**config.mk**
```make
export PLATFORM = sky130hd
export DESIGN_NAME = shift_reg_seq
export DESIGN_NICKNAME = d
export VERILOG_FILES = /design/src/rtl/shift_reg_pkg.sv /design/src/rtl/shift_reg_step.sv /design/src/rtl/shift_reg_seq.sv
export SDC_FILE = /design/constraint.sdc
export NUM_CORES = 1
export LEC_CHECK = 0
export CORE_ASPECT_RATIO = 1.75
export CORE_MARGIN = 2
export CORE_UTILIZATION = 58
export DETAILED_ROUTE_END_ITERATION = 8
export PLACE_DENSITY = 0.82
export SLEW_MARGIN = 25
export SYNTH_ARGS = -nofsm -noshare
export SYNTH_HDL_FRONTEND = slang
export SYNTH_HIERARCHICAL = 1
export SYNTH_SLANG_ARGS = --single-unit
```
**constraint.sdc**
```tcl
create_clock -name clk -period 3.95 [get_ports clk]
set_input_delay 0.5925 -clock clk [delete_from_list [all_inputs] [get_ports clk]]
set_output_delay 0.5925 -clock clk [all_outputs]
set_load 0.01 [all_outputs]
```
**src/rtl/shift_reg_pkg.sv**
```systemverilog
// Shared types and helpers for the multi-mode shift/rotate register.
// No logic of its own; consumed by shift_reg_seq and shift_reg_step.
// Backpressure: n/a.
package shift_reg_pkg;

    localparam int OP_W = 3;

    // Operation codes as carried on the op port.
    typedef enum logic [OP_W-1:0] {
        OP_HOLD = 3'b000,
        OP_LOAD = 3'b001,
        OP_SLL  = 3'b010,
        OP_SRL  = 3'b011,
        OP_SRA  = 3'b100,
        OP_ROL  = 3'b101,
        OP_ROR  = 3'b110,
        OP_SER  = 3'b111
    } op_e;

    typedef enum logic {
        ST_IDLE = 1'b0,
        ST_RUN  = 1'b1
    } state_e;

    // Number of positions actually moved for a requested amount.
    // Linear shifts saturate at the register width (everything falls out),
    // rotates fold one multiple of the width away, serial fill is literal.
    function automatic int unsigned eff_amount(input op_e op,
                                               input int unsigned amt,
                                               input int unsigned width);
        int unsigned r;
        r = amt;
        case (op)
            OP_SLL, OP_SRL, OP_SRA: if (amt > width) r = width;
            OP_ROL, OP_ROR:         if (amt >= width) r = amt - width;
            default:                r = amt;
        endcase
        return r;
    endfunction

endpackage

```
**src/rtl/shift_reg_step.sv**
```systemverilog
// Combinational single step: moves value by k positions according to op.
// Latency: 0 cycles (pure combinational).
// Backpressure: none; the caller decides when the result is registered.
module shift_reg_step
    import shift_reg_pkg::*;
#(
    parameter int WIDTH = 8,
    parameter int AMT_W = $clog2(WIDTH) + 1
) (
    input  logic [WIDTH-1:0] value,
    input  logic [2:0]       op,
    input  logic [AMT_W-1:0] k,
    input  logic             serial_in,
    output logic [WIDTH-1:0] next_value,
    output logic             out_bit
);

    localparam logic [AMT_W-1:0] W_A = AMT_W'(WIDTH);

    logic left_bit;
    logic right_bit;

    // Last bit to leave: bit WIDTH-k for left moves, bit k-1 for right moves.
    always_comb begin
        left_bit  = |(value & (WIDTH'(1) << (W_A - k)));
        right_bit = |(value & (WIDTH'(1) << (k - 1'b1)));
    end

    // Apply the k-position move selected by op.
    always_comb begin
        next_value = value;
        out_bit    = 1'b0;
        case (op_e'(op))
            OP_SLL: begin
                next_value = value << k;
                out_bit    = left_bit;
            end
            OP_SRL: begin
                next_value = value >> k;
                out_bit    = right_bit;
            end
            OP_SRA: begin
                next_value = $unsigned($signed(value) >>> k);
                out_bit    = right_bit;
            end
            OP_ROL: begin
                next_value = (value << k) | (value >> (W_A - k));
                out_bit    = left_bit;
            end
            OP_ROR: begin
                next_value = (value >> k) | (value << (W_A - k));
                out_bit    = right_bit;
            end
            OP_SER: begin
                next_value = {value[WIDTH-2:0], serial_in};
                out_bit    = value[WIDTH-1];
            end
            default: begin
                next_value = value;
                out_bit    = 1'b0;
            end
        endcase
    end

endmodule

```
**src/rtl/shift_reg_seq.sv**
```systemverilog
// Multi-cycle shift/rotate register with start/busy/done handshake and serial chaining.
// Latency: 1 edge for HOLD/LOAD/zero amount, ceil(amt/STEP)+1 for shifts, amt+1 for SER.
// Backpressure: enable=0 freezes all state; start is ignored while busy.
module shift_reg_seq
    import shift_reg_pkg::*;
#(
    parameter int WIDTH = 8,
    parameter int STEP  = 1,
    localparam int AMT_W = $clog2(WIDTH) + 1
) (
    input  logic             clk,
    input  logic             reset,
    input  logic             enable,
    input  logic             start,
    input  logic             abort,
    input  logic [2:0]       op,
    input  logic [AMT_W-1:0] amount,
    input  logic [WIDTH-1:0] data_in,
    input  logic             serial_in,
    output logic [WIDTH-1:0] data_out,
    output logic             serial_out,
    output logic             busy,
    output logic             done
);

    localparam logic [AMT_W-1:0] STEP_A = AMT_W'(STEP);

    state_e           state, state_nxt;
    op_e              op_q, op_nxt;
    logic [AMT_W-1:0] count, count_nxt;
    logic [WIDTH-1:0] data_nxt;
    logic             sout_nxt;
    logic             done_nxt;
    logic [AMT_W-1:0] eff_amt;
    logic [AMT_W-1:0] k;
    logic [WIDTH-1:0] step_value;
    logic             step_out;

    assign busy = (state == ST_RUN);

    // Positions to move this RUN cycle: serial fill is always one bit at a time.
    always_comb begin
        eff_amt = AMT_W'(eff_amount(op_e'(op), 32'(amount), 32'(WIDTH)));
        if (op_q == OP_SER) begin
            k = AMT_W'(1);
        end else begin
            k = (count < STEP_A) ? count : STEP_A;
        end
    end

    shift_reg_step #(
        .WIDTH (WIDTH),
        .AMT_W (AMT_W)
    ) u_step (
        .value      (data_out),
        .op         (op_q),
        .k          (k),
        .serial_in  (serial_in),
        .next_value (step_value),
        .out_bit    (step_out)
    );

    // Next-state, count and datapath selection; done is a one-cycle pulse by default.
    always_comb begin
        state_nxt = state;
        op_nxt    = op_q;
        count_nxt = count;
        data_nxt  = data_out;
        sout_nxt  = serial_out;
        done_nxt  = 1'b0;
        case (state)
            ST_IDLE: begin
                // abort in the same cycle swallows the request
                if (start && !abort) begin
                    case (op_e'(op))
                        OP_HOLD: done_nxt = 1'b1;
                        OP_LOAD: begin
                            data_nxt = data_in;
                            done_nxt = 1'b1;
                        end
                        default: begin
                            if (eff_amt == '0) begin
                                done_nxt = 1'b1;
                            end else begin
                                op_nxt    = op_e'(op);
                                count_nxt = eff_amt;
                                state_nxt = ST_RUN;
                            end
                        end
                    endcase
                end
            end
            ST_RUN: begin
                if (abort) begin
                    // partial result stays visible, no completion pulse
                    state_nxt = ST_IDLE;
                    count_nxt = '0;
                end else begin
                    data_nxt  = step_value;
                    sout_nxt  = step_out;
                    count_nxt = count - k;
                    if (count == k) begin
                        state_nxt = ST_IDLE;
                        done_nxt  = 1'b1;
                    end
                end
            end
            default: state_nxt = ST_IDLE;
        endcase
    end

    // State and datapath registers: reset wins, enable=0 holds everything.
    always_ff @(posedge clk) begin
        if (!reset) begin
            state      <= ST_IDLE;
            op_q       <= OP_HOLD;
            count      <= '0;
            data_out   <= '0;
            serial_out <= 1'b0;
            done       <= 1'b0;
        end else if (enable) begin
            state      <= state_nxt;
            op_q       <= op_nxt;
            count      <= count_nxt;
            data_out   <= data_nxt;
            serial_out <= sout_nxt;
            done       <= done_nxt;
        end
    end

endmodule
```
[Word-level counts from Yosys, hierarchy flattened]
Cells that the tools add are included.
Storage, ports and cells
  bits in registers: 18
  input port bits: 21
  output and inout port bits: 11
  logic and storage cells: 90
Cells by class
  add/subtract/negate cells: 4
  $lt $le $gt $ge: 3
  equal/unequal tests: 19
  shifts and indexed selects: 7
  muxes and demuxes: 28
  bitwise operators: 8
  reduce and logical (&&, ||, !) cells: 15
Operator list (number)
  one-hot mux 8 bit (6 select lines): 1
  2-to-1 mux 4 bit: 8
  2-to-1 mux 8 bit: 3
  equality test 3 bit, second input constant: 7
  AND 8 bit: 2
  bitwise OR 8 bit: 2
  one-hot mux 4 bit (2 select lines): 2
  one-hot mux 8 bit (2 select lines): 1
  OR reduction 8 bit: 2
  left shift 1 x 4 -> 8 bit, first input constant: 2
  left shift 8 x 4 -> 8 bit: 2
  >> shifter 8 x 4 -> 8 bit: 2
  equality test 3 x 2 -> 1 bit, second input constant: 4
  2-to-1 mux 1 bit: 10
  AND reduction 5 bit: 2
  inequality test 2 bit, second input constant: 4
  >>> shifter 8 x 4 -> 8 bit: 1
  inequality test 7 x 1 -> 1 bit, second input constant: 1
  OR reduction 2 bit: 3
  OR reduction 3 bit: 2
  equality test 4 bit: 1
  >= comparator 4 bit, second input constant: 1
  greater-than comparator 4 bit, second input constant: 1
  logical NOT 4 bit: 1
  other kinds (15): 19

[Depth between registers and ports, before layout]
  word-level depth: 9
  depth in mapped cells: 16
  depth with buffers taken out: 13

[Cells and area by module]
Netlist, hierarchy kept.
By module, submodules not included
  shift_reg_step: times used 1, cells an instance 249, area each 1625.3 sq um, sequential area each 0.0 sq um
  shift_reg_seq: times used 1, cells an instance 116, area each 1061.0 sq um, sequential area each 360.3 sq um

[Least setup slack after synthesis]
No wires, ideal clock.
  kind: flip-flop to flip-flop
  start: register count[1]
  end: register data_out[7]
  library setup time: 116 ps
  arrival: 3025 ps
  data required time: 3834 ps
  slack: 809 ps
  stages on the path, launching flop included: 17
  buffers on the path: 3
  clock period less this slack: 3141 ps
  cells stage by stage: dfxtp_1 > nor4_1 > nand2_1 > buf_2 > buf_2 > inv_1 > ha_1 > xor2_2 > buf_2 > nand3_1 > o211ai_1 > o21ai_0 > a222oi_1 > o21ai_0 > mux2i_1 > nand2_1 > o211a_1
Between the ends
  cells in the longest elaborated chain, start to end: 9
  elaborated cells between the ends (all ways): 14
  classes of those cells: add/sub (1); order compare (1); shift (5); mux (5); bitwise (2)
RTL lines
  start, declared: RTL line shift_reg_seq.sv:30  | logic [AMT_W-1:0] count, count_nxt;
  start signal, assigned: RTL line shift_reg_seq.sv:124  | count <= count_nxt;
  less-than comparator 4 x 1 -> 1 bit *: RTL line shift_reg_seq.sv:47  | k = (count < STEP_A) ? count : STEP_A;
  2-to-1 mux 4 bit *: RTL line shift_reg_seq.sv:47
  2-to-1 mux 4 bit *: RTL line shift_reg_seq.sv:44  | if (op_q == OP_SER) begin
  net k[0]: RTL line shift_reg_seq.sv:35  | logic [AMT_W-1:0] k;
  subtractor 4 bit: RTL line shift_reg_step.sv:47, shift_reg_step.sv:51
  left shift 8 x 4 -> 8 bit / >> shifter 8 x 4 -> 8 bit (equally long branches): RTL line shift_reg_step.sv:51, shift_reg_step.sv:47
  bitwise OR 8 bit (on tied branches): RTL line shift_reg_step.sv:51, shift_reg_step.sv:47
  one-hot mux 8 bit (6 select lines) *: RTL line shift_reg_step.sv:33  | case (op_e'(op))
  net step_value[7]: RTL line shift_reg_seq.sv:36  | logic [WIDTH-1:0] step_value;
  2-to-1 mux 8 bit *: RTL line shift_reg_seq.sv:94  | if (abort) begin
  one-hot mux 8 bit (2 select lines) *: RTL line shift_reg_seq.sv:71  | case (state)
  end signal, assigned: RTL line shift_reg_seq.sv:125  | data_out <= data_nxt;
  end, declared: RTL line shift_reg_seq.sv:20  | output logic [WIDTH-1:0] data_out,
The timed path passes the listed nets; every way through them passes the cells marked *. The select of a mux whose other input is x is not followed.
A chain may end at the register's enable or synchronous reset.

[Worst setup path in the final report]
  start: register count[1]
  end: register data_out[1]
The elaborated chain is that of the path after synthesis.

==> flow_summary.toml <==
[synthesis]
yosys.area.top_type = "dfxtp_1"
async_flop_share = 0
synth_most_common_cell = "nand2_1"
syn_avg_cell_area_sq_um = 7.36
synth_common_cells = "nand2_1, mux2i_1, nor2_1"
synthFlopType = "dfxtp_1"
ys_ff_latch = 18
synth_edf_count = 0
yosysWarnings = 6
syn_area_sq_um = 2690
synthCells = 365
synth.area.top_cells = "dfxtp_1, mux2i_1, nand2_1"
synth.top_cell.area_share = 0.134
yosysUniqueCellTypes = 64
yosysSeqAreaShare = 0.134

[routing]
ant_nets = 0
drtPass1Iterations = 6
vias_per_cell = 6.91
drt-total-wl_um = 9080
drc = 0
wire_per_inst_um = 21.1
vias = 2978
drt_iter0_drc = 256

[critical_path]
rr_startpoint = "count[1]$_SDFFE_PN0P_"
max_stage_delay_ns = 0.59
worstSetupPathType = "reg -> reg"
critPathLaunchType = "flop"
cp.required_ns = 4.09
end_kind = "flop"
worstPathMaxFanout = 15
arrival_ns = 3.42
cp_cell_sequence = "nor4_1 > nand2_1 > inv_1 > ha_1 > xor2_2 > mux2i_1 > o22a_1 > nand2b_1 > a211oi_1 > o32a_1 > mux2i_1 > nand2_1 > o211a_1"
critical_path.slowest_cell = "xor2_2"
cp-startpoint = "count[1]$_SDFFE_PN0P_"

[grt]
grt_usage = 0.352
antenna_found_initial = 0
grt_first_pass_wirelength_um = 14400
grt_pass1_vias = 2858
grt_max_degree = 32
grt.overflow.total = 0

[timing]
drv_slew = 0
period_share = 0.831
relSlewSlack = 0.390
tightestPinTransition_ns = 0.911
finalHoldViolations = 0
setup_tns_ns = 0
clock.fmax_mhz = 305
setup_violations = 0
fin_crit_ns = 3.28
finalClockSkew_ns = 0.00399
rsz0062_at_grt = "no"

[job]
maxCapViolCount = 0

[floorplan]
fp.dieW_um = 55.4
initial_core_util = 0.604
rows = 32
die_y_um = 94.0
design.die.area_sq_um = 5210
core_sq_um = 4440
ios = 32

[outcome]
outcome = "finished, final reports clean"

[layout]
n_antenna_cell = 0
nFillCells = 418
area_delta_synth_final_pct = 13.0
final_nets = 411
stdcell_area_sq_um = 3040
drive_above_1_share = 0.103

[clock_network]
cts_tree = "yes"
cts_resized = 0
root_buffer = "clkbuf_8"
htreeDepth = 1
clockBufferDepth = 2
post_cts_buffers = 0
cts-buffers-inserted = 3
cts.reportedPaths.clkPinSlew_ns = 0.06
insertion_delay_ns = 0.25
cts_hold_buf = 0
cts_sinks = 18

[power]
power_density_nw_per_um2 = 205
swShare = 0.396
p_leak_nw = 1.12
p_total_w = 0.000623
clkPwrFrac = 0.201
p_int_w = 0.000376
p_comb_frac = 0.473
peakVddDrop_v = 0.000256
switching_power_w = 0.000247
sequentialPowerShare = 0.327

[place]
gp_congestion = 1.02
dpl_cell_area_sq_um = 2990
portBuffers = 31
dpl.hpwl_um = 6720

[hold_path]
hp-start = "serial_out$_SDFFE_PN0P_"
min_path_type = "reg -> reg"
## layout by cell type, fill, tap and decap left out, types with 8 or more instances in the layout
master,instances
dfxtp_1,18
o21ai_0,26
mux2_2,10
a21oi_1,22
conb_1,9
nor2b_1,13
mux2i_1,29
o211a_1,8
nand3_1,13
clkdlybuf4s50_1,31
nand2_1,38
nor2_1,27
nor3_1,10
## stage by stage
step	cells	setup WS (ns)	hold slack (ns)	utilization
2_1_floorplan	372	0.809	0.463	-
6_report	431	0.666	0.466	0.683
5_1_grt	431	0.386	0.513	0.683
3_5_place_dp	428	0.722	0.465	0.674
4_1_cts	431	0.717	0.471	0.683
3_3_place_gp	428	0.806	0.456	0.674
## critical path: cells and delay by family (launching register included)
family / cells / cell delay, ns
and+or+nand+nor: 4 / 0.57
buffers and inverters: 1 / 0.20
AOI/OAI and AO/OA: 4 / 0.75
muxes: 2 / 0.38
DFF: 1 / 0.36
xor gates and xnor gates: 1 / 0.59
adders and majority gates: 1 / 0.30
## state kept, by name (all words and copies together), names as in the netlist
register,flops
op_q,3
done,1
count,4
data_out,8
serial_out,1
busy,1
## power by group through the flow
stage                     registers [W]  logic (W)  clock network, W
after floorplan                0.000198   0.000210                 0
after detailed placement       0.000207   0.000280                 0
final                          0.000204   0.000294          0.000125
after global placement         0.000207   0.000276                 0
after CTS                      0.000203   0.000281          0.000128
after global routing           0.000204   0.000318          0.000132
## metal layers
layer | vias up | GRT usage | share of wire
met2 | 146 | 0.642 | 0.52
met1 | 1398 | 0.375 | 0.36
li1 | 1386 | - | -
met4 | 0 | 0.260 | 0.071
met5 | - | 0 | 0
met3 | 48 | 0.0207 | 0.045
## final cells by class
class,instances,area (sq um),share of cell area
repair buffers,38,363,0.120
flip-flops and latches,18,360,0.119
multi-input cells,314,2180,0.718
inverters,7,26.3,0.00866
well taps,51,63.8,0.0210
clock buffers,3,41.3,0.0136
## kinds of logic (layout without fill, tap and decap cells)
logic type,Yosys count,after routing,share of synthesized area
flip-flops,18,18,0.134
multiplexers,41,41,0.167
AND/OR/NAND/NOR,137,137,0.268
buffers and inverters,40,48,0.0638
adder cells (fa/ha/maj),8,8,0.0401
XOR/XNOR,5,5,0.0191
AO/OA/AOI/OAI,114,114,0.306
other,2,9,0.00280
## worst paths after layout
check	depth (start not counted)	slack, ns	end
hold reg to reg	2	0.47	serial_out$_SDFFE_PN0P_
setup reg to reg	13	0.67	data_out[1]$_SDFFE_PN0P_
setup / recovery	13	0.67	data_out[1]$_SDFFE_PN0P_
hold / removal	2	0.47	serial_out$_SDFFE_PN0P_
Note: power is estimated with default switching activity, not from simulation.
